<file path="src/rtl/edf_claim_arbiter.sv">
// Serial earliest-deadline scan over the gateway cells, plus the hart claim handshake.
// One source is evaluated per cycle; the winner is committed once per NSource+1 cycles.
module edf_claim_arbiter #(
    parameter int NSource = 8,
    parameter int TsWidth = 64,
    parameter int IdWidth = 4
) (
    input  logic                       clk_i,
    input  logic                       rst_ni,
    input  logic                       en_i,
    input  logic [NSource-1:0]         ip_i,
    input  logic [NSource*TsWidth-1:0] dl_i,
    input  logic                       claim_req_i,
    output logic                       claim_ack_o,
    output logic [IdWidth-1:0]         claim_id_o,
    output logic [NSource-1:0]         claim_o,
    output logic                       irq_o,
    output logic [IdWidth-1:0]         best_id_o,
    output logic [TsWidth-1:0]         best_dl_o
);

    // state  | meaning
    // SCAN   | evaluate source idx against the running candidate
    // COMMIT | publish the candidate as the new winner
    // CLAIM  | acknowledge the hart and pulse the winner's claim line
    // FLUSH  | let the claimed cell drop its pending flag
    typedef enum logic [1:0] {
        SCAN   = 2'd0,
        COMMIT = 2'd1,
        CLAIM  = 2'd2,
        FLUSH  = 2'd3
    } state_e;

    localparam int IdxW = (NSource > 1) ? $clog2(NSource) : 1;
    localparam logic [IdxW-1:0] LastIdx = IdxW'(NSource - 1);

    state_e               state_q, state_d;
    logic [IdxW-1:0]      idx_q, idx_d;
    logic                 cand_valid_q, cand_valid_d;
    logic [IdxW-1:0]      cand_idx_q, cand_idx_d;
    logic [TsWidth-1:0]   cand_dl_q, cand_dl_d;
    logic [IdWidth-1:0]   best_id_q, best_id_d;
    logic [TsWidth-1:0]   best_dl_q, best_dl_d;
    logic [IdWidth-1:0]   claim_id_q, claim_id_d;

    logic [TsWidth-1:0]   cur_dl;
    logic [NSource-1:0]   best_hit;
    logic [NSource-1:0]   claim_vec;
    logic [IdWidth-1:0]   claim_id_now;

    assign cur_dl = dl_i[idx_q*TsWidth +: TsWidth];

    // A winner whose pending flag has since dropped is treated as stale and not claimed.
    always_comb begin
        for (int k = 0; k < NSource; k++) begin
            best_hit[k] = (best_id_q == IdWidth'(k + 1));
        end
    end

    assign claim_vec    = best_hit & ip_i;
    assign claim_id_now = (|claim_vec) ? best_id_q : '0;

    always_comb begin
        state_d      = state_q;
        idx_d        = idx_q;
        cand_valid_d = cand_valid_q;
        cand_idx_d   = cand_idx_q;
        cand_dl_d    = cand_dl_q;
        best_id_d    = best_id_q;
        best_dl_d    = best_dl_q;
        claim_id_d   = claim_id_q;

        case (state_q)
            SCAN: begin
                if (claim_req_i) begin
                    state_d = CLAIM;
                end else begin
                    if (ip_i[idx_q] && (!cand_valid_q || (cur_dl < cand_dl_q))) begin
                        cand_valid_d = 1'b1;
                        cand_idx_d   = idx_q;
                        cand_dl_d    = cur_dl;
                    end
                    if (idx_q == LastIdx) begin
                        idx_d   = '0;
                        state_d = COMMIT;
                    end else begin
                        idx_d = idx_q + IdxW'(1);
                    end
                end
            end
            COMMIT: begin
                if (claim_req_i) begin
                    state_d = CLAIM;
                end else begin
                    if (cand_valid_q) begin
                        best_id_d = IdWidth'(cand_idx_q) + IdWidth'(1);
                        best_dl_d = cand_dl_q;
                    end else begin
                        best_id_d = '0;
                        best_dl_d = '0;
                    end
                    cand_valid_d = 1'b0;
                    state_d      = SCAN;
                end
            end
            CLAIM: begin
                claim_id_d   = claim_id_now;
                best_id_d    = '0;
                best_dl_d    = '0;
                idx_d        = '0;
                cand_valid_d = 1'b0;
                state_d      = FLUSH;
            end
            FLUSH: begin
                state_d = SCAN;
            end
            default: begin
                state_d = SCAN;
            end
        endcase
    end

    always_ff @(posedge clk_i or negedge rst_ni) begin
        if (!rst_ni) begin
            state_q      <= SCAN;
            idx_q        <= '0;
            cand_valid_q <= 1'b0;
            cand_idx_q   <= '0;
            cand_dl_q    <= '0;
            best_id_q    <= '0;
            best_dl_q    <= '0;
            claim_id_q   <= '0;
        end else begin
            state_q      <= state_d;
            idx_q        <= idx_d;
            cand_valid_q <= cand_valid_d;
            cand_idx_q   <= cand_idx_d;
            cand_dl_q    <= cand_dl_d;
            best_id_q    <= best_id_d;
            best_dl_q    <= best_dl_d;
            claim_id_q   <= claim_id_d;
        end
    end

    // Ack, claim pulse and live claim ID decode straight from the CLAIM state so that an
    // asynchronous reset during CLAIM removes them immediately.
    assign claim_ack_o = (state_q == CLAIM);
    assign claim_o     = (state_q == CLAIM) ? claim_vec : '0;
    assign claim_id_o  = (state_q == CLAIM) ? claim_id_now : claim_id_q;
    assign irq_o       = en_i && (best_id_q != '0);
    assign best_id_o   = best_id_q;
    assign best_dl_o   = best_dl_q;

endmodule

</file>
<file path="config.mk">
export PLATFORM = sky130hd
export DESIGN_NAME = edf_claim_arbiter
export DESIGN_NICKNAME = d
export VERILOG_FILES = /design/src/rtl/edf_claim_arbiter.sv
export SDC_FILE = /design/constraint.sdc
export NUM_CORES = 1
export LEC_CHECK = 0
export CELL_PAD_IN_SITES_DETAIL_PLACEMENT = 1
export CELL_PAD_IN_SITES_GLOBAL_PLACEMENT = 1
export CORE_AREA = 5 5 230 232
export CTS_CLUSTER_SIZE = 40
export DETAILED_ROUTE_END_ITERATION = 10
export DIE_AREA = 0 0 235 237
export GPL_TIMING_DRIVEN = 1
export PLACE_DENSITY_LB_ADDON = 0.1
export SLEW_MARGIN = 10
export SYNTH_ARGS = -nofsm -noshare
export SYNTH_HDL_FRONTEND = slang
export SYNTH_SLANG_ARGS = --single-unit
</file>
<file path="constraint.sdc">
create_clock -name clk_i -period 4.1 [get_ports clk_i]
set_input_delay 0.615 -clock clk_i [delete_from_list [all_inputs] [get_ports clk_i]]
set_output_delay 0.615 -clock clk_i [all_outputs]
set_load 0.05 [all_outputs]
</file>
==> run_results.csv, run 1 <==
group,metric,value,unit
placed_design,gp_congestion,0.8554,
power_and_ir_drop,power.net_switching,5219,uW
power_and_ir_drop,p_leak,0.007954,uW
grt,grt_max_degree,95,
synthesis,synth_cell_type_count,45,
synthesis,ys_warn_count,0,
routing,detail_route.vias_per_cell,4.705,
power_and_ir_drop,power_density,618.2,nW/um2
critical_path,setup.worst_path.class,"reg2reg",
cts,cts_buffer_depth,2,
finish,area.growth.synth_to_final,75.41,%
timing,slew-limit-headroom,0.3086,
placed_design,place_hpwl,48.26,mm
power_and_ir_drop,internal_power,7045,uW
critical_path,start_kind,"flip-flop",
synthesis,yosys.area.top_type,"sky130_fd_sc_hd__dfrtp_1",
synthesis,syn_nets,1511,
timing,rsz0062_at_grt,"true",
cts,cts_made_buffers,17,
die,core_area,50780,um2
cts,cts.reportedPaths.clkPinSlew,60,ps
power_and_ir_drop,clkPwrFrac,0.128,
run,cap_violations,0,
synthesis,synthArstFlopShare,1.000,
cts,cts-root-buf,"sky130_fd_sc_hd__clkbuf_16",
timing,final_period_minus_worst_setup_slack,4104,ps
placed_design,dp_worst_setup_slack,-308.9,ps
finish,multi_input_comb_area,7401,um2
timing,timing_max_transition_violations_final,0,
cts,tritoncts,"built",
routing,dr_total_vias,10595,
timing,setup_viol,2,
power_and_ir_drop,swShare,0.4256,
cts,clock-sinks,145,
die,design.die.area,55700,um2
cts,holdBufCountCts,0,
die,core.rowCount,83,
grt,antenna_violations_before_repair,12,
synthesis,synth.ff_latch_count,145,
critical_path,kind_of_end_point_of_the_critical_path,"flip-flop",
routing,routed_wire_length_per_instance,26.12,um
finish,layout.area.seq,3640,um2
routing,drt_first_iter_violations,485,
critical_path,path_max_fanout,10,
placed_design,dp_cells,2188,
run_status,outcome,"finished with violations",
timing,timing.final.hold_violations,0,
placed_design,placement.io_buffers,605,
grt,grt_remaining_overflow,0,
timing,maxClockFrequency,0.2437,GHz
cts,clock_latency,440,ps
power_and_ir_drop,vdd_drop_max,482.9,uV
worst_hold_path,worstHoldPathType,"in2async",
die,initial_core_util,0.2227,
synthesis,dominantRegCellSynth,"sky130_fd_sc_hd__dfrtp_1",
synthesis,synth_area_leaders,"sky130_fd_sc_hd__dfrtp_1 32%, sky130_fd_sc_hd__mux4_2 26%, sky130_fd_sc_hd__mux2_2 10%",
grt,first_global_vias,11763,
routing,ant_nets,0,
die,design.portCount,606,
timing,fin_skew,11.47,ps
grt,grt_first_pass_wirelength,82.99,mm
finish,drive_gt1_frac,0.2524,
synthesis,synth_cells,917,
routing,drc_errors,0,
timing,worst_hold_slack,174.1,ps
timing,final.setup.worst_slack,-4.202,ps
cts,cts-htree-levels,4,
power_and_ir_drop,share_seq_of_total_power,0.191,
die,die_w,235,um
synthesis,syn_area_per_cell,12.33,um2
timing,fin_tns_setup,-5.210,ps
finish,post_layout_cell_count,2252,
routing,detailedRoute.firstPassIterationCount,4,
finish,layout.cell_area.non_filler,19840,um2
critical_path,crit_required,4420,ps
run_status,violations,"negative setup slack",
placed_design,postPlaceCellArea,18590,um2
finish,leading_cell_type_in_the_layout_fill_and_taps_excluded,"sky130_fd_sc_hd__clkdlybuf4s50_1",
synthesis,seq_area_frac_synth,0.3208,
timing,tightestPinTransition,1037,ps
timing,final.period_utilization,1.001,
critical_path,crit_path_arrival_time,4420,ps
synthesis,synth_top_cell_area_share,0.3208,
grt,grtUsageTotal,0.2010,
die,dieHeight,237,um
synthesis,synthesis.area,11310,um2
finish,most_frequent_cells_in_the_layout,"604 x sky130_fd_sc_hd__clkdlybuf4s50_1, 142 x sky130_fd_sc_hd__dfrtp_1, 130 x sky130_fd_sc_hd__mux4_2",
finish,fillerInstances,5404,
power_and_ir_drop,pwr-share-comb,0.681,
synthesis,synth_edf_count,0,
finish,finish.net_count,2147,
critical_path,r2r_slack,-4,ps
routing,wl,58.82,mm
-- registers in the layout, indices dropped and copies added, names as in the netlist --
signal / count
best_dl_o: 64
best_id_o: 4
cand_dl_q: 64
cand_idx_q: 3
cand_valid_q: 1
claim_id_q: 4
idx_q: 3
state_q: 2
-- per-stage QoR --
step / util / power (uW)
floorplan: - / 7147
global placement: 0.3661 / 10040
detailed placement: 0.3661 / 10120
CTS: 0.3805 / 11950
global route: 0.3906 / 13160
finish: 0.3907 / 12260
-- power by group through the flow --
stage	clock network (uW)	logic, uW	registers (uW)
2_1_floorplan	0	4360	2780
3_3_place_gp	0	7720	2330
3_5_place_dp	0	7780	2340
4_1_cts	1620	7990	2330
5_1_grt	1690	9060	2410
6_report	1570	8350	2340
-- worst max-delay path: stages, from the launching register on --
cell	delay [ps]
sky130_fd_sc_hd__dfrtp_4	550
sky130_fd_sc_hd__buf_12	180
sky130_fd_sc_hd__buf_12	130
sky130_fd_sc_hd__buf_6	100
sky130_fd_sc_hd__mux4_2	490
sky130_fd_sc_hd__mux2_4	310
sky130_fd_sc_hd__ha_4	280
sky130_fd_sc_hd__nand4_1	180
sky130_fd_sc_hd__nor4_1	300
sky130_fd_sc_hd__nand2_1	120
sky130_fd_sc_hd__o211ai_1	190
sky130_fd_sc_hd__o21ba_4	190
sky130_fd_sc_hd__o2111ai_4	260
sky130_fd_sc_hd__buf_12	190
sky130_fd_sc_hd__buf_12	150
sky130_fd_sc_hd__mux2_2	340
-- final timing paths --
| path | end | cells after the start | from |
|---|---|---|---|
| worst max-delay path | cand_dl_q[34] | 15 | idx_q[0] |
| worst min-delay path | claim_id_q[0] | 1 | rst_ni |
| worst max register to register | cand_dl_q[34] | 15 | idx_q[0] |
| worst min register to register | best_dl_o[2] | 2 | best_dl_o[2] |
| max in group asynchronous | cand_dl_q[33] | 2 | rst_ni |
| min in group clk_i | best_dl_o[2] | 2 | best_dl_o[2] |
-- synth_stat cells (17+ instances only) --
cell type / n
sky130_fd_sc_hd__a21oi_1: 20
sky130_fd_sc_hd__buf_1: 22
sky130_fd_sc_hd__clkbuf_1: 38
sky130_fd_sc_hd__dfrtp_1: 145
sky130_fd_sc_hd__ha_1: 70
sky130_fd_sc_hd__inv_1: 73
sky130_fd_sc_hd__mux2_2: 103
sky130_fd_sc_hd__mux2_4: 30
sky130_fd_sc_hd__mux4_2: 130
sky130_fd_sc_hd__nand2_1: 95
sky130_fd_sc_hd__o21ai_0: 17
sky130_fd_sc_hd__o31ai_1: 65
-- layout make-up --
class	count	share of cell area
Timing Repair Buffer	686	0.3571
Clock buffer	21	0.02321
Inverter	73	0.01381
Tap cell	680	0.04288
Sequential cell	145	0.1835
Antenna cell	7	0.0008829
Multi-Input combinational cell	630	0.3730
Clock inverter	10	0.005613
-- timing repair --
item,CTS,global route
resized for setup,6,57
setup endpoints to repair,67,67
buffers inserted,5,14
pin swaps,3,16
gates cloned,2,5
-- logic make-up (layout without fill, tap and decap cells) --
family	count (synthesis)	in the layout	synth area share
AO/OA/AOI/OAI	140	140	0.08673
XOR/XNOR	1	1	0.0007745
adder cells (fa/ha/maj)	70	70	0.07743
buffers and inverters	142	790	0.05033
flip-flops	145	145	0.3208
multiplexers	266	266	0.4039
other	0	7	0
AND/OR/NAND/NOR	153	153	0.06007
-- layer usage --
metal	GRT usage	vias to the layer above	part of all wire
met5	0	-	0.00058
met4	0.04353	6	0.0099
li1	-	4837	-
met2	0.3476	343	0.51
met3	0.05893	31	0.063
met1	0.2501	5378	0.42
Power figures use the tool's default switching activity.
==> inputs of run 2 (changes only) <==
--- a/config.mk
+++ b/config.mk
@@ -5,7 +5,7 @@
 export SDC_FILE = /design/constraint.sdc
 export NUM_CORES = 1
 export LEC_CHECK = 0
-export CELL_PAD_IN_SITES_DETAIL_PLACEMENT = 1
+export CELL_PAD_IN_SITES_DETAIL_PLACEMENT = 0
 export CELL_PAD_IN_SITES_GLOBAL_PLACEMENT = 1
 export CORE_AREA = 5 5 230 232
 export CTS_CLUSTER_SIZE = 40
==> constraint.sdc (replaced) <==
create_clock -name clk_i -period 3.77 [get_ports clk_i]
set_input_delay 0.5655 -clock clk_i [delete_from_list [all_inputs] [get_ports clk_i]]
set_output_delay 0.5655 -clock clk_i [all_outputs]
set_load 0.05 [all_outputs]
==> run_results.csv, run 2 (synthesized netlist as in run 1, its figures left out) <==
group,metric,value,unit
critical_path,start_kind,"flip-flop",
run,cap_violations,0,
power_and_ir_drop,power_density,688.0,nW/um2
routing,dr_total_vias,10678,
cts,cts-htree-levels,4,
cts,tritoncts,"built",
power_and_ir_drop,vdd_drop_max,386.0,uV
critical_path,crit_required,4090,ps
timing,slew-limit-headroom,0.3213,
routing,drt_first_iter_violations,469,
power_and_ir_drop,power.net_switching,5939,uW
grt,grt_use_met3,0.05206,
routing,ant_nets,0,
cts,clock-sinks,145,
run_status,outcome,"finished with violations",
grt,grtUsageTotal,0.1988,
timing,tightestPinTransition,1018,ps
routing,routed_wire_length_per_instance,25.03,um
placed_design,placement.io_buffers,605,
grt,groute.layer.met2.usage,0.3456,
timing,timing.final.hold_violations,0,
power_and_ir_drop,clkPwrFrac,0.120,
finish,most_frequent_cells_in_the_layout,"604 x sky130_fd_sc_hd__clkdlybuf4s50_1, 142 x sky130_fd_sc_hd__dfrtp_1, 130 x sky130_fd_sc_hd__mux4_2",
timing,setup_viol,67,
timing,timing_max_transition_violations_final,0,
finish,post_layout_cell_count,2283,
worst_hold_path,worstHoldPathType,"in2async",
grt,first_global_vias,11885,
timing,rsz0062_at_grt,"true",
placed_design,dp_cells,2204,
cts,cts-root-buf,"sky130_fd_sc_hd__clkbuf_16",
die,core.rowCount,83,
critical_path,setup.worst_path.class,"reg2reg",
grt,grt_first_pass_wirelength,82.48,mm
grt,busiest_layer,"met2",
finish,leading_cell_type_in_the_layout_fill_and_taps_excluded,"sky130_fd_sc_hd__clkdlybuf4s50_1",
critical_path,crit_path_arrival_time,4390,ps
critical_path,path_max_fanout,12,
placed_design,place_hpwl,45.71,mm
cts,cts.reportedPaths.clkPinSlew,70,ps
cts,cts_made_buffers,17,
cts,holdBufCountCts,0,
die,design.die.area,55700,um2
timing,fin_skew,12.70,ps
critical_path,kind_of_end_point_of_the_critical_path,"flip-flop",
timing,maxClockFrequency,0.2456,GHz
timing,final_period_minus_worst_setup_slack,4072,ps
die,dieHeight,237,um
placed_design,gp_congestion,0.7928,
cts,clock_latency,440,ps
critical_path,rr_startpoint,"idx_q[0]",
timing,final.setup.worst_slack,-302.4,ps
die,initial_core_util,0.2227,
routing,drc_errors,0,
die,core_area,50780,um2
power_and_ir_drop,internal_power,8247,uW
routing,wl,57.14,mm
grt,grt_remaining_overflow,0,
power_and_ir_drop,swShare,0.4187,
grt,gr-usage-met1,0.2540,
grt,antenna_violations_before_repair,5,
run_status,violations,"negative setup slack",
critical_path,worstSetupStartpoint,"idx_q[0]",
power_and_ir_drop,p_leak,0.008263,uW
cts,cts_buffer_depth,2,
power_and_ir_drop,share_seq_of_total_power,0.179,
finish,area.growth.synth_to_final,82.30,%
finish,finish.net_count,2180,
routing,detailedRoute.firstPassIterationCount,6,
routing,detail_route.vias_per_cell,4.677,
grt,grt_max_degree,96,
power_and_ir_drop,pwr-share-comb,0.701,
timing,final.period_utilization,1.080,
finish,drive_gt1_frac,0.2829,
die,die_w,235,um
die,design.portCount,606,
timing,fin_tns_setup,-18300,ps
[run 2: metal layers]
layer,routed length [um],up-vias
met4,412,0
met2,29020,355
met3,3050,18
met1,24660,5409
met5,0,-
li1,-,4896
[run 2: metrics by stage]
stage	power (uW)	utilization	cell area [um2]	setup WS (ps)	hold WS, ps
4_1_cts	13970	0.3981	20220	-257.1	270.5
5_1_grt	15190	0.4059	20610	-410.2	288.5
3_3_place_gp	11140	0.3697	18770	-591.2	464.5
3_5_place_dp	11180	0.3697	18770	-543.6	469.7
2_1_floorplan	7857	-	11390	8.021	269.9
6_report	14190	0.4060	20620	-302.4	201.2
[run 2: area by class of cell]
type	instances	area, um2
Fill cell	4824	30160
Multi-Input combinational cell	630	7750
Antenna cell	5	12.51
Clock buffer	20	446.7
Timing Repair Buffer	719	7532
Tap cell	680	850.8
Clock inverter	11	113.9
Sequential cell	145	3640
Inverter	73	274.0
[run 2: path summary, 6_finish.rpt]
check / slack (ps) / endpoint / depth (start not counted)
max: -300 / cand_dl_q[9] / 15
min: 200 / claim_id_q[1] / 1
max reg2reg: -300 / cand_dl_q[9] / 15
min reg2reg: 480 / best_dl_o[49] / 2
max in group asynchronous: 2720 / idx_q[1] / 1
min in group clk_i: 480 / best_dl_o[49] / 2
[run 2: power by group through the flow]
stage / sequential (uW) / combinational [uW] / clock [uW]
finish: 2530 / 9950 / 1710
global route: 2610 / 10800 / 1820
CTS: 2530 / 9680 / 1760
detailed placement: 2540 / 8640 / 0
global placement: 2530 / 8620 / 0
floorplan: 3030 / 4830 / 0
[run 2: critical path, stage by stage, from the launching register on]
cell and delay, ps:
sky130_fd_sc_hd__dfrtp_4 540, sky130_fd_sc_hd__buf_12 180, sky130_fd_sc_hd__buf_12 130, sky130_fd_sc_hd__buf_6 120
sky130_fd_sc_hd__mux4_2 400, sky130_fd_sc_hd__mux2_4 290, sky130_fd_sc_hd__ha_4 270, sky130_fd_sc_hd__nand4_1 270
sky130_fd_sc_hd__nor4_2 330, sky130_fd_sc_hd__nand2_1 120, sky130_fd_sc_hd__o211ai_1 180, sky130_fd_sc_hd__o21ba_4 190
sky130_fd_sc_hd__o2111ai_4 230, sky130_fd_sc_hd__buf_6 190, sky130_fd_sc_hd__buf_16 170, sky130_fd_sc_hd__mux2_4 310
[run 2: what timing repair did]
item,in CTS,in global routing
endpoints found under the setup margin,68,68
setup buffers,23,13
gates cloned,5,3
pin swaps,7,15
gates resized for setup,102,37
==> inputs of run 3 (changes only) <==
--- a/config.mk
+++ b/config.mk
@@ -12,7 +12,7 @@
 export DETAILED_ROUTE_END_ITERATION = 10
 export DIE_AREA = 0 0 235 237
 export GPL_TIMING_DRIVEN = 1
-export PLACE_DENSITY_LB_ADDON = 0.1
+export PLACE_DENSITY_LB_ADDON = 0.15
 export SLEW_MARGIN = 10
 export SYNTH_ARGS = -nofsm -noshare
 export SYNTH_HDL_FRONTEND = slang
==> run_results.csv, run 3 (synthesized netlist as in run 1, its figures left out) <==
group,metric,value,unit
critical_path,crit_path_arrival_time,4360,ps
finish,most_frequent_cells_in_the_layout,"601 x sky130_fd_sc_hd__clkdlybuf4s50_1, 142 x sky130_fd_sc_hd__dfrtp_1, 130 x sky130_fd_sc_hd__mux4_2",
cts,holdBufCountCts,0,
finish,leading_cell_type_in_the_layout_fill_and_taps_excluded,"sky130_fd_sc_hd__clkdlybuf4s50_1",
timing,final.period_utilization,1.072,
finish,finish.net_count,2188,
timing,worst_hold_slack,191.0,ps
cts,cts_buffer_depth,2,
power_and_ir_drop,vdd_drop_max,358.9,uV
critical_path,rr_startpoint,"idx_q[0]",
routing,drc_errors,0,
timing,slew-limit-headroom,0.3315,
power_and_ir_drop,power_density,684.5,nW/um2
timing,fin_tns_setup,-16320,ps
die,initial_core_util,0.2227,
critical_path,start_kind,"flip-flop",
power_and_ir_drop,power.net_switching,5819,uW
routing,wl,57.55,mm
placed_design,place_hpwl,45.77,mm
timing,tightestPinTransition,1003,ps
run_status,violations,"negative setup slack",
cts,cts.reportedPaths.clkPinSlew,60,ps
critical_path,kind_of_end_point_of_the_critical_path,"flip-flop",
run,cap_violations,0,
routing,ant_nets,0,
power_and_ir_drop,pwr-share-comb,0.690,
timing,setup_viol,67,
routing,drt_first_iter_violations,513,
power_and_ir_drop,share_seq_of_total_power,0.180,
critical_path,setup.worst_path.class,"reg2reg",
power_and_ir_drop,internal_power,8188,uW
die,core.rowCount,83,
die,dieHeight,237,um
power_and_ir_drop,clkPwrFrac,0.130,
cts,clock_latency,440,ps
cts,cts_made_buffers,17,
routing,detail_route.vias_per_cell,4.673,
routing,detailedRoute.firstPassIterationCount,4,
power_and_ir_drop,swShare,0.4155,
placed_design,placement.io_buffers,605,
cts,clock-sinks,145,
die,design.die.area,55700,um2
timing,rsz0062_at_grt,"true",
die,core_area,50780,um2
critical_path,worstSetupStartpoint,"idx_q[0]",
die,die_w,235,um
timing,maxClockFrequency,0.2475,GHz
finish,area.growth.synth_to_final,80.91,%
die,design.portCount,606,
grt,antenna_violations_before_repair,10,
grt,grt_remaining_overflow,0,
timing,final.setup.worst_slack,-270.8,ps
critical_path,path_max_fanout,7,
grt,grt_first_pass_wirelength,82.08,mm
cts,cts-htree-levels,4,
routing,dr_total_vias,10696,
timing,final_period_minus_worst_setup_slack,4041,ps
timing,timing.final.hold_violations,0,
grt,grtUsageTotal,0.1991,
worst_hold_path,worstHoldPathType,"in2async",
placed_design,dp_worst_setup_slack,-546.0,ps
timing,timing_max_transition_violations_final,0,
grt,first_global_vias,11641,
power_and_ir_drop,p_leak,0.008227,uW
grt,grt_max_degree,91,
routing,routed_wire_length_per_instance,25.14,um
cts,tritoncts,"built",
cts,cts-root-buf,"sky130_fd_sc_hd__clkbuf_16",
placed_design,gp_congestion,0.8763,
critical_path,crit_required,4090,ps
run_status,outcome,"finished with violations",
critical_path,worst-r2r-cell-count,16,
timing,fin_skew,10.29,ps
finish,drive_gt1_frac,0.2814,
-- run 3: power groups by stage --
stage / Clock (uW) / Combinational, uW / Sequential, uW
4_1_cts: 1870 / 9610 / 2520
5_1_grt: 1920 / 10500 / 2600
3_3_place_gp: 0 / 8580 / 2530
3_5_place_dp: 0 / 8600 / 2540
6_report: 1820 / 9670 / 2520
2_1_floorplan: 0 / 4830 / 3030
-- run 3: final cells by class --
| cell class | count | area (um2) |
|---|---|---|
| fill | 4860 | 30320 |
| multi-input combinational | 630 | 7584 |
| timing repair buffer | 727 | 7500 |
| sequential | 145 | 3640 |
| tap | 680 | 850.8 |
| clock buffer | 23 | 478.0 |
| inverter | 73 | 274.0 |
| clock inverter | 8 | 128.9 |
| antenna | 3 | 7.507 |
-- run 3: critical path, cell delays in order, from the launching register on --
cell and delay [ps]:
sky130_fd_sc_hd__dfrtp_4 520, sky130_fd_sc_hd__buf_6 150, sky130_fd_sc_hd__buf_16 130, sky130_fd_sc_hd__buf_4 150, sky130_fd_sc_hd__mux4_2 420, sky130_fd_sc_hd__mux2_4 350
sky130_fd_sc_hd__ha_1 340, sky130_fd_sc_hd__nand4_1 170, sky130_fd_sc_hd__nor4_2 330, sky130_fd_sc_hd__buf_4 160, sky130_fd_sc_hd__nand2_2 60, sky130_fd_sc_hd__a31oi_1 190
sky130_fd_sc_hd__o21ai_2 120, sky130_fd_sc_hd__o2111ai_4 160, sky130_fd_sc_hd__buf_12 190, sky130_fd_sc_hd__clkbuf_16 180, sky130_fd_sc_hd__mux2_4 300
-- run 3: timing repair --
item / 4_1_cts / 5_1_grt
pin swaps: 10 / 10
resized for setup: 90 / 17
gates cloned: 5 / 2
endpoints found under the setup margin: 67 / 68
buffers inserted: 25 / 8
-- run 3: final timing paths --
| check | to | slack (ps) |
|---|---|---|
| setup / recovery | cand_dl_q[6] | -270 |
| hold reg to reg | best_dl_o[62] | 470 |
| min in group clk_i | best_dl_o[62] | 470 |
| hold / removal | best_dl_o[49] | 190 |
| setup reg to reg | cand_dl_q[6] | -270 |
| max in group asynchronous | cand_dl_q[31] | 2720 |
-- run 3: metal layers --
layer	vias up	global-route usage	part of all wire
li1	4917	-	-
met4	10	0.04743	0.016
met3	44	0.05975	0.067
met2	403	0.3432	0.50
met1	5322	0.2461	0.42
met5	-	0	0.0011
-- run 3: metrics by stage --
step                        util  area, um2  instances  power (uW)
after global placement    0.3705      18810       2217       11100
after CTS                 0.3985      20230       2276       14000
after global routing      0.4028      20460       2287       15020
after floorplan                -      11390        917        7857
final                     0.4029      20460       2289       14010
after detailed placement  0.3705      18810       2217       11140
